## config.mk

```make
export PLATFORM = sky130hd
export DESIGN_NAME = decode_stage_flat
export DESIGN_NICKNAME = d
export VERILOG_FILES = /design/src/rtl/cpu_types_pkg.sv /design/src/rtl/decode_stage_if.sv /design/src/rtl/decode_logic.sv /design/src/rtl/decode_stage_sva.sv /design/src/rtl/decode_stage.sv /design/src/flat_wrapper.sv
export SDC_FILE = /design/constraint.sdc
export NUM_CORES = 1
export LEC_CHECK = 0
export CAP_MARGIN = 10
export CORE_AREA = 8 8 136 100
export CTS_BUF_LIST = sky130_fd_sc_hd__clkbuf_2 sky130_fd_sc_hd__clkbuf_4 sky130_fd_sc_hd__clkbuf_8
export CTS_CLUSTER_SIZE = 12
export DETAILED_ROUTE_END_ITERATION = 6
export DIE_AREA = 0 0 144 108
export PLACE_DENSITY = 0.84
export SYNTH_ARGS = -nofsm -noshare
export SYNTH_HDL_FRONTEND = slang
export SYNTH_SLANG_ARGS = --single-unit
```

## constraint.sdc

```tcl
create_clock -name CLK -period 2.2 [get_ports CLK]
set_input_delay 0.44 -clock CLK [delete_from_list [all_inputs] [get_ports CLK]]
set_output_delay 0.44 -clock CLK [all_outputs]
set_load 0.02 [all_outputs]
```

## src/rtl/cpu_types_pkg.sv

```systemverilog
// cpu_types_pkg: shared types for the decode stage.
//   opcode_t      - RV32 major opcodes recognised by the core (plus HALT)
//   funct3_r_t    - R/I-type arithmetic funct3 encodings
//   funct3_b_t    - branch funct3 encodings
//   aluop_t       - ALU operation select (4 bits)
//   writesrc_t    - register write-back source select
//   ctrl_bundle_t - packed control bundle produced by decode
//   arith_aluop() - funct3/bit30 to ALU operation for R/I-type
package cpu_types_pkg;

   typedef enum logic [6:0] {
      RTYPE    = 7'b0110011,
      ITYPE    = 7'b0010011,
      ITYPE_LW = 7'b0000011,
      STYPE    = 7'b0100011,
      BTYPE    = 7'b1100011,
      JAL      = 7'b1101111,
      JALR     = 7'b1100111,
      LUI      = 7'b0110111,
      AUIPC    = 7'b0010111,
      LR_SC    = 7'b0101111,
      HALT     = 7'b1111111
   } opcode_t;

   typedef enum logic [2:0] {
      F3_ADD_SUB = 3'd0,
      F3_SLL     = 3'd1,
      F3_SLT     = 3'd2,
      F3_SLTU    = 3'd3,
      F3_XOR     = 3'd4,
      F3_SRL_SRA = 3'd5,
      F3_OR      = 3'd6,
      F3_AND     = 3'd7
   } funct3_r_t;

   typedef enum logic [2:0] {
      F3_BEQ  = 3'd0,
      F3_BNE  = 3'd1,
      F3_BLT  = 3'd4,
      F3_BGE  = 3'd5,
      F3_BLTU = 3'd6,
      F3_BGEU = 3'd7
   } funct3_b_t;

   typedef enum logic [3:0] {
      ALU_SLL  = 4'd0,
      ALU_SRL  = 4'd1,
      ALU_SRA  = 4'd2,
      ALU_ADD  = 4'd3,
      ALU_SUB  = 4'd4,
      ALU_AND  = 4'd5,
      ALU_OR   = 4'd6,
      ALU_XOR  = 4'd7,
      ALU_SLT  = 4'd8,
      ALU_SLTU = 4'd9
   } aluop_t;

   typedef enum logic [1:0] {
      WS_ALU   = 2'b00,
      WS_LUI   = 2'b01,
      WS_PC4   = 2'b10,
      WS_AUIPC = 2'b11
   } writesrc_t;

   localparam logic [4:0] LR_F5 = 5'b00010;
   localparam logic [4:0] SC_F5 = 5'b00011;

   typedef struct packed {
      logic      alusrc;
      logic      memwr;
      logic      memread;
      logic      memtoreg;
      logic      regwr;
      logic      datomic;
      logic      is_lr;
      logic      is_sc;
      logic      is_halt;
      logic      illegal;
      aluop_t    aluop;
      writesrc_t writesrc;
   } ctrl_bundle_t;

   // Only R-type may select SUB via bit 30; shifts right use it for both.
   function automatic aluop_t arith_aluop(input funct3_r_t f3, input logic bit30,
                                          input logic is_reg);
      aluop_t op_v;
      case (f3)
         F3_ADD_SUB: op_v = (is_reg && bit30) ? ALU_SUB : ALU_ADD;
         F3_SLL:     op_v = ALU_SLL;
         F3_SLT:     op_v = ALU_SLT;
         F3_SLTU:    op_v = ALU_SLTU;
         F3_XOR:     op_v = ALU_XOR;
         F3_SRL_SRA: op_v = bit30 ? ALU_SRA : ALU_SRL;
         F3_OR:      op_v = ALU_OR;
         F3_AND:     op_v = ALU_AND;
         default:    op_v = ALU_ADD;
      endcase
      return op_v;
   endfunction

endpackage

```

## src/rtl/decode_stage_if.sv

```systemverilog
// decode_stage_if: fetch-side and execute-side pipeline signals of the
// decode stage.
//   in_valid/in_ready/in_instr/in_pc    - fetch handshake
//   out_valid/out_ready/out_instr/out_pc - execute handshake
//   alusrc..writesrc                     - registered control bundle
// modport slave  : the decode stage itself
// modport master : the surrounding pipeline (fetch + execute)
interface decode_stage_if #(parameter int WORD_W = 32);
   import cpu_types_pkg::*;

   logic              in_valid;
   logic              in_ready;
   logic [WORD_W-1:0] in_instr;
   logic [WORD_W-1:0] in_pc;
   logic              out_valid;
   logic              out_ready;
   logic [WORD_W-1:0] out_instr;
   logic [WORD_W-1:0] out_pc;
   logic              alusrc, memwr, memread, memtoreg, regwr;
   logic              datomic, is_lr, is_sc, is_halt, illegal;
   aluop_t            aluop;
   writesrc_t         writesrc;

   modport slave (
      input  in_valid, in_instr, in_pc, out_ready,
      output in_ready, out_valid, out_instr, out_pc,
             alusrc, memwr, memread, memtoreg, regwr,
             datomic, is_lr, is_sc, is_halt, illegal, aluop, writesrc
   );

   modport master (
      output in_valid, in_instr, in_pc, out_ready,
      input  in_ready, out_valid, out_instr, out_pc,
             alusrc, memwr, memread, memtoreg, regwr,
             datomic, is_lr, is_sc, is_halt, illegal, aluop, writesrc
   );
endinterface

```

## src/rtl/decode_logic.sv

```systemverilog
// decode_logic: purely combinational instruction decoder.
//   instr - 32-bit instruction word
//   ctrl  - decoded control bundle
module decode_logic
   import cpu_types_pkg::*;
(
   input  logic [31:0]  instr,
   output ctrl_bundle_t ctrl
);

   opcode_t    op_s;
   logic [4:0] f5_s;
   logic       unused_s;

   assign op_s     = opcode_t'(instr[6:0]);
   assign f5_s     = instr[31:27];
   assign unused_s = ^{instr[26:15], instr[11:7]};

   // Opcode-driven decode; defaults describe an immediate-operand no-op.
   always_comb begin
      ctrl          = '0;
      ctrl.alusrc   = 1'b1;
      ctrl.aluop    = ALU_ADD;
      ctrl.writesrc = WS_ALU;
      case (op_s)
         RTYPE: begin
            ctrl.alusrc = 1'b0;
            ctrl.regwr  = 1'b1;
            ctrl.aluop  = arith_aluop(funct3_r_t'(instr[14:12]), instr[30], 1'b1);
         end
         ITYPE: begin
            ctrl.regwr = 1'b1;
            ctrl.aluop = arith_aluop(funct3_r_t'(instr[14:12]), instr[30], 1'b0);
         end
         ITYPE_LW: begin
            ctrl.memread  = 1'b1;
            ctrl.memtoreg = 1'b1;
            ctrl.regwr    = 1'b1;
         end
         STYPE: ctrl.memwr = 1'b1;
         BTYPE: begin
            ctrl.alusrc = 1'b0;
            case (funct3_b_t'(instr[14:12]))
               F3_BLT, F3_BGE:   ctrl.aluop = ALU_SLT;
               F3_BLTU, F3_BGEU: ctrl.aluop = ALU_SLTU;
               default:          ctrl.aluop = ALU_SUB;
            endcase
         end
         JAL, JALR: begin
            ctrl.regwr    = 1'b1;
            ctrl.writesrc = WS_PC4;
         end
         LUI: begin
            ctrl.regwr    = 1'b1;
            ctrl.writesrc = WS_LUI;
         end
         AUIPC: begin
            ctrl.regwr    = 1'b1;
            ctrl.writesrc = WS_AUIPC;
         end
         LR_SC: begin
            ctrl.datomic  = 1'b1;
            ctrl.memtoreg = 1'b1;
            ctrl.regwr    = 1'b1;
            ctrl.is_lr    = (f5_s == LR_F5);
            ctrl.is_sc    = (f5_s == SC_F5);
            ctrl.memread  = (f5_s == LR_F5);
            ctrl.memwr    = (f5_s == SC_F5);
         end
         HALT:    ctrl.is_halt = 1'b1;
         default: ctrl.illegal = 1'b1;
      endcase
   end

endmodule

```

## src/rtl/decode_stage_sva.sv

```systemverilog
// decode_stage_sva: protocol checks on the decode stage's reservation port.
//   CLK, nRST            - clock and synchronous active-low reset
//   lr_commit, sc_commit - LR/SC commit strobes
module decode_stage_sva (
   input logic CLK,
   input logic nRST,
   input logic lr_commit,
   input logic sc_commit
);

   a_lr_sc_exclusive: assert property (@(posedge CLK) disable iff (!nRST)
      !(lr_commit && sc_commit));

endmodule

```

## src/rtl/decode_stage.sv

```systemverilog
// decode_stage: registered decode stage with backpressure, flush, sticky
// halt and the per-core LR/SC reservation.
//   CLK, nRST               - clock, synchronous active-low reset
//   bus                     - fetch/execute handshake + control bundle
//   flush                   - squash the output register
//   halted                  - sticky halt, cleared only by reset
//   lr_commit, sc_commit    - LR/SC completing, address on mem_addr
//   sc_success              - combinational, meaningful with sc_commit
//   snoop_valid, snoop_addr - remote write/invalidate
//   resv_valid, resv_owner  - reservation held / owning core id
module decode_stage
   import cpu_types_pkg::*;
#(
   parameter int WORD_W   = 32,
   parameter int RESV_LSB = 2,
   parameter int CPUID    = 0
) (
   input  logic              CLK,
   input  logic              nRST,
   decode_stage_if.slave     bus,
   input  logic              flush,
   output logic              halted,
   input  logic              lr_commit,
   input  logic              sc_commit,
   input  logic [WORD_W-1:0] mem_addr,
   output logic              sc_success,
   input  logic              snoop_valid,
   input  logic [WORD_W-1:0] snoop_addr,
   output logic              resv_valid,
   output logic [7:0]        resv_owner
);

   localparam logic [7:0] OWNER_ID = 8'(CPUID);

   ctrl_bundle_t             dec_s;
   ctrl_bundle_t             ctrl_r;
   logic                     out_valid_r;
   logic [WORD_W-1:0]        out_instr_r, out_pc_r;
   logic                     halted_r, halt_pending_r;
   logic                     resv_valid_r;
   logic [WORD_W-1:RESV_LSB] resv_addr_r;
   logic                     in_ready_s, xfer_s, snoop_match_s;
   logic                     unused_s;

   decode_logic u_decode (
      .instr (bus.in_instr[31:0]),
      .ctrl  (dec_s)
   );

   decode_stage_sva u_sva (
      .CLK       (CLK),
      .nRST      (nRST),
      .lr_commit (lr_commit),
      .sc_commit (sc_commit)
   );

   assign in_ready_s    = !halted_r && !halt_pending_r && (!out_valid_r || bus.out_ready);
   assign xfer_s        = bus.in_valid && in_ready_s;
   assign snoop_match_s = snoop_valid && (snoop_addr[WORD_W-1:RESV_LSB] == resv_addr_r);
   assign unused_s      = ^{mem_addr[RESV_LSB-1:0], snoop_addr[RESV_LSB-1:0]};

   // Output register, halt-pending and sticky halt.
   always_ff @(posedge CLK) begin
      if (!nRST) begin
         out_valid_r    <= 1'b0;
         ctrl_r         <= '0;
         out_instr_r    <= '0;
         out_pc_r       <= '0;
         halted_r       <= 1'b0;
         halt_pending_r <= 1'b0;
      end else begin
         // Flush beats a same-cycle transfer and cancels a queued HALT.
         if (flush) begin
            out_valid_r    <= 1'b0;
            halt_pending_r <= 1'b0;
         end else if (xfer_s) begin
            out_valid_r <= 1'b1;
            ctrl_r      <= dec_s;
            out_instr_r <= bus.in_instr;
            out_pc_r    <= bus.in_pc;
            if (dec_s.is_halt) begin
               halt_pending_r <= 1'b1;
            end
         end else if (bus.out_ready) begin
            out_valid_r <= 1'b0;
         end
         if (out_valid_r && bus.out_ready && ctrl_r.is_halt && !flush) begin
            halted_r <= 1'b1;
         end
      end
   end

   // LR/SC reservation; a same-cycle LR overrides any snoop invalidation.
   always_ff @(posedge CLK) begin
      if (!nRST) begin
         resv_valid_r <= 1'b0;
         resv_addr_r  <= '0;
      end else if (lr_commit) begin
         resv_valid_r <= 1'b1;
         resv_addr_r  <= mem_addr[WORD_W-1:RESV_LSB];
      end else if (sc_commit || snoop_match_s) begin
         resv_valid_r <= 1'b0;
      end
   end

   assign sc_success    = sc_commit && resv_valid_r &&
                          (mem_addr[WORD_W-1:RESV_LSB] == resv_addr_r);
   assign resv_valid    = resv_valid_r;
   assign resv_owner    = OWNER_ID;
   assign halted        = halted_r;

   assign bus.in_ready  = in_ready_s;
   assign bus.out_valid = out_valid_r;
   assign bus.out_instr = out_instr_r;
   assign bus.out_pc    = out_pc_r;
   assign bus.alusrc    = ctrl_r.alusrc;
   assign bus.memwr     = ctrl_r.memwr;
   assign bus.memread   = ctrl_r.memread;
   assign bus.memtoreg  = ctrl_r.memtoreg;
   assign bus.regwr     = ctrl_r.regwr;
   assign bus.datomic   = ctrl_r.datomic;
   assign bus.is_lr     = ctrl_r.is_lr;
   assign bus.is_sc     = ctrl_r.is_sc;
   assign bus.is_halt   = ctrl_r.is_halt;
   assign bus.illegal   = ctrl_r.illegal;
   assign bus.aluop     = ctrl_r.aluop;
   assign bus.writesrc  = ctrl_r.writesrc;

endmodule

```

## src/flat_wrapper.sv

```systemverilog
// flat-port wrapper written by rule: the top's interface ports become plain ports
module decode_stage_flat import cpu_types_pkg::*;
#(
   parameter int WORD_W   = 32,
   parameter int RESV_LSB = 2,
   parameter int CPUID    = 0
)
  (CLK, nRST, flush, halted, lr_commit, sc_commit, mem_addr, sc_success, snoop_valid, snoop_addr, resv_valid, resv_owner, bus_in_valid, bus_in_instr, bus_in_pc, bus_out_ready, bus_in_ready, bus_out_valid, bus_out_instr, bus_out_pc, bus_alusrc, bus_memwr, bus_memread, bus_memtoreg, bus_regwr, bus_datomic, bus_is_lr, bus_is_sc, bus_is_halt, bus_illegal, bus_aluop, bus_writesrc);
  decode_stage_if #(.WORD_W(WORD_W)) bus_i ();
  input  logic CLK;
  input  logic nRST;
  input  logic flush;
  output logic halted;
  input  logic lr_commit;
  input  logic sc_commit;
  input  logic [WORD_W-1:0] mem_addr;
  output logic sc_success;
  input  logic snoop_valid;
  input  logic [WORD_W-1:0] snoop_addr;
  output logic resv_valid;
  output logic [7:0] resv_owner;
  input wire logic [$bits(bus_i.in_valid)-1:0] bus_in_valid;
  input wire logic [$bits(bus_i.in_instr)-1:0] bus_in_instr;
  input wire logic [$bits(bus_i.in_pc)-1:0] bus_in_pc;
  input wire logic [$bits(bus_i.out_ready)-1:0] bus_out_ready;
  output wire logic [$bits(bus_i.in_ready)-1:0] bus_in_ready;
  output wire logic [$bits(bus_i.out_valid)-1:0] bus_out_valid;
  output wire logic [$bits(bus_i.out_instr)-1:0] bus_out_instr;
  output wire logic [$bits(bus_i.out_pc)-1:0] bus_out_pc;
  output wire logic [$bits(bus_i.alusrc)-1:0] bus_alusrc;
  output wire logic [$bits(bus_i.memwr)-1:0] bus_memwr;
  output wire logic [$bits(bus_i.memread)-1:0] bus_memread;
  output wire logic [$bits(bus_i.memtoreg)-1:0] bus_memtoreg;
  output wire logic [$bits(bus_i.regwr)-1:0] bus_regwr;
  output wire logic [$bits(bus_i.datomic)-1:0] bus_datomic;
  output wire logic [$bits(bus_i.is_lr)-1:0] bus_is_lr;
  output wire logic [$bits(bus_i.is_sc)-1:0] bus_is_sc;
  output wire logic [$bits(bus_i.is_halt)-1:0] bus_is_halt;
  output wire logic [$bits(bus_i.illegal)-1:0] bus_illegal;
  output wire logic [$bits(bus_i.aluop)-1:0] bus_aluop;
  output wire logic [$bits(bus_i.writesrc)-1:0] bus_writesrc;
  assign bus_i.in_valid = bus_in_valid;
  assign bus_i.in_instr = bus_in_instr;
  assign bus_i.in_pc = bus_in_pc;
  assign bus_i.out_ready = bus_out_ready;
  assign bus_in_ready = bus_i.in_ready;
  assign bus_out_valid = bus_i.out_valid;
  assign bus_out_instr = bus_i.out_instr;
  assign bus_out_pc = bus_i.out_pc;
  assign bus_alusrc = bus_i.alusrc;
  assign bus_memwr = bus_i.memwr;
  assign bus_memread = bus_i.memread;
  assign bus_memtoreg = bus_i.memtoreg;
  assign bus_regwr = bus_i.regwr;
  assign bus_datomic = bus_i.datomic;
  assign bus_is_lr = bus_i.is_lr;
  assign bus_is_sc = bus_i.is_sc;
  assign bus_is_halt = bus_i.is_halt;
  assign bus_illegal = bus_i.illegal;
  assign bus_aluop = bus_i.aluop;
  assign bus_writesrc = bus_i.writesrc;
  decode_stage #(.WORD_W(WORD_W), .RESV_LSB(RESV_LSB), .CPUID(CPUID)) u_core (.CLK(CLK), .nRST(nRST), .bus(bus_i), .flush(flush), .halted(halted), .lr_commit(lr_commit), .sc_commit(sc_commit), .mem_addr(mem_addr), .sc_success(sc_success), .snoop_valid(snoop_valid), .snoop_addr(snoop_addr), .resv_valid(resv_valid), .resv_owner(resv_owner));
endmodule
```

==> metrics.cfg <==
[clock_tree]
clockBufferDepth=2
path_clk_slew_ps=70
cts_buffers=17
worstSkewPairLatency_ps=420
cts_root_buf=clkbuf_8
cts_sinks=114
cts_tree=built
htreeDepth=4

[setup_path]
rr_worst_depth=6
cp_cell_sequence=clkdlybuf4s50_1 -> nand3_1 -> nor4_2 -> nand3_1 -> nor4_2 -> buf_4
critPathLaunchType=input pin
worstPathBufferInverterCount=2
worst-endpoint-arrival_ps=1800
critical_path_class=input pin to primary output
endpoint_kind=primary output
critPathMaxStageDelay_ps=490
crit_family=simple AND/OR/NAND/NOR gates
worstPathMaxFanout=2
worstReg2RegEnd=u_core.resv_valid$_SDFFE_PN0P_
cp.required_ps=1760
crit_path_top_delay_cell=clkdlybuf4s50_1
r2r_setup_slack_ps=520
r2r_start=u_core.resv_addr_r[21]$_SDFFE_PN0P_

[power]
total_power_mw=5.54
vdd_drop_max_mv=0.465
p_per_area_mw_per_mm2=672
p_leak_nw=3.23

[finish]
syn2layout_area_growth_pct=55.9
finalNetCount=963
diodes=0
drive_gt1_share_pct=11.2

[routing]
vias=4938
viasPerCell=4.95
drt-pass1-iter-count=4
m1WireLength_mm=7.16
totalWireLength_mm=17.3
routed-wl-met3_mm=1.76
wl_met2_mm=8.21
first_iter_violations=186
drc=0
final_antenna_net_count=0
wl_per_cell_um=17.4
routed.top_layer=met4

[timing]
post-route-min-period_ps=2240
rsz0062_at_grt=true
fmax_ghz=0.446
fin_crit_sh_pct=102
skew_ps=13.1
setup_slack_ps=-41.4
setup_tns_ps=-41.4
setup_viol=1
slew_viol_final=0
hold_violations=0

[placement]
io_buffers=216
dp_hpwl_mm=13.3
place.gp.congestion=0.914

[logic_synthesis]
synth_top_area_cell=dfxtp_1
synthArstFlopShare_pct=0
yosys-top-cells-count=nand2_1, dfxtp_1, a21boi_1
ys_seq_area_share_pct=43.2
ys_ff_latch=114
yosysWarnings=0
synth-edff-count=0
synth_top_area_share_pct=43.2
syn_inst=594
synth_area_sq_mm=0.00529
yosysMostFrequentCell=nand2_1
synthFlopType=dfxtp_1
synth_cell_type_count=48
ys_top_cells_by_area=dfxtp_1, nand2_1, a21boi_1
syn_area_per_cell_sq_um=8.90

[die]
dieHeight_um=108
num_rows=33
die_area_sq_mm=0.0156
die_x_um=144
core_sq_mm=0.0114
initial_core_util_pct=46.2
pin_count=229

[min_path]
worstHoldStart=mem_addr[15]
hold_path_depth=3
hold_path_end=u_core.resv_addr_r[15]$_SDFFE_PN0P_
worst_hold_path_type=input pin to flip-flop

[grt]
antenna_found_initial=0
grt_pass1_vias=5098
gr-total-overflow=0
grt_pass1_wl_mm=26.6
grt_util_all_layers_pct=21.7
grt_max_degree=51

[run]
max-cap-violations=0

[run_status]
outcome=finished with violations
failed_checks=setup timing

## cells by family (layout without fill, tap and decap cells)
family                    count (synthesis)  after routing  synth area share [%]
and+or+nand+nor                         241            241                  22.4
DFF                                     114            114                  43.2
AOI/OAI and AO/OA                       102            102                  13.5
xor gates and xnor gates                 60             60                  9.94
buffers and inverters                    46            285                  5.21
muxes                                    30             30                  5.68
other                                     1              8                0.0710
## per-layer routing
layer	vias to the layer above	GRT usage, %
met3	18	9.33
met4	0	5.76
met1	2319	25.1
li1	2435	-
met5	-	0
met2	166	36.3
## how the worst max path moves through the flow
stage	startpoint	to	slack, ps	cells after the start
3_3_place_gp	mem_addr[21]	sc_success	-670	7
2_1_floorplan	mem_addr[19]	sc_success	130	4
5_1_grt	u_core.resv_addr_r[12]$_SDFFE_PN0P_	sc_success	-180	6
3_5_place_dp	mem_addr[12]	sc_success	-690	7
4_1_cts	u_core.resv_addr_r[12]$_SDFFE_PN0P_	sc_success	-200	6
6_report	sc_commit	sc_success	-40	6
## where the power goes
part	total [mW]	internal, mW	switching (mW)
clock network	2.31	1.44	0.867
logic	0.991	0.541	0.450
registers	2.23	2.17	0.0680
total	5.54	4.15	1.39
## layout by cell type, fill, tap and decap left out, types with 5 or more instances in the layout
master	netlist	routed
clkdlybuf4s50_1	0	194
nand2_1	142	142
dfxtp_1	114	108
a21boi_1	66	66
nor2b_1	33	33
xnor2_1	35	32
mux2i_1	30	30
buf_4	11	30
xor2_1	25	25
clkbuf_8	0	20
nand4_1	12	12
dlygate4sd2_1	0	12
nor2_1	10	10
a21oi_1	8	8
conb_1	1	8
o21ai_1	7	7
o21ai_0	7	7
dlymetal6s2s_1	0	7
nor4_1	9	6
dfxtp_2	0	6
and2_1	5	5
bufinv_16	0	5
buf_12	0	5
## through the flow
step / cell area (sq um) / util [%] / hold WS [ps] / setup WS (ps) / instances
floorplan: 5310 / - / 457 / 134 / 601
global placement: 7710 / 67.4 / 439 / -673 / 964
detailed placement: 7710 / 67.4 / 445 / -689 / 964
CTS: 8180 / 71.6 / 419 / -195 / 996
global route: 8240 / 72.1 / 347 / -176 / 997
finish: 8240 / 72.1 / 369 / -41.4 / 997
## cell type report
cell class	instances	area, sq um
clock buffers	20	275
repair buffers	250	2470
flip-flops and latches	114	2290
fillers	870	3200
multi-input cells	441	2800
well taps	157	196
clock inverters	12	204
inverters	3	11.3
## registers in the layout, summed over array words and instances, names as in the netlist
| signal | flops |
|---|---|
| u_core.bus.out_instr | 32 |
| u_core.bus.out_pc | 32 |
| u_core.resv_addr_r | 30 |
| u_core.bus.aluop | 4 |
| u_core.bus.writesrc | 2 |
| u_core.bus.alusrc | 1 |
| u_core.bus.datomic | 1 |
| u_core.bus.illegal | 1 |
| u_core.bus.is_halt | 1 |
| u_core.bus.is_lr | 1 |
| u_core.bus.is_sc | 1 |
| u_core.bus.memread | 1 |
| u_core.bus.memtoreg | 1 |
| u_core.bus.memwr | 1 |
| u_core.bus.out_valid | 1 |
| u_core.bus.regwr | 1 |
| u_core.halt_pending_r | 1 |
| u_core.halted | 1 |
| u_core.resv_valid | 1 |
## what timing repair did
item | 4_1_cts | 5_1_grt
hold buffers | 0 | 0
resized for setup | 22 | 15
setup buffers | 0 | 1
setup endpoints to repair | 2 | 1
pin swaps | 9 | 11
## tightest hold or removal path, delay by kind of cell
kind                   cells  cell delay [ps]
buffers and inverters      1              130
AND/OR/NAND/NOR            1              100
multiplexers               1               90
(Power assumes the default switching activity.)
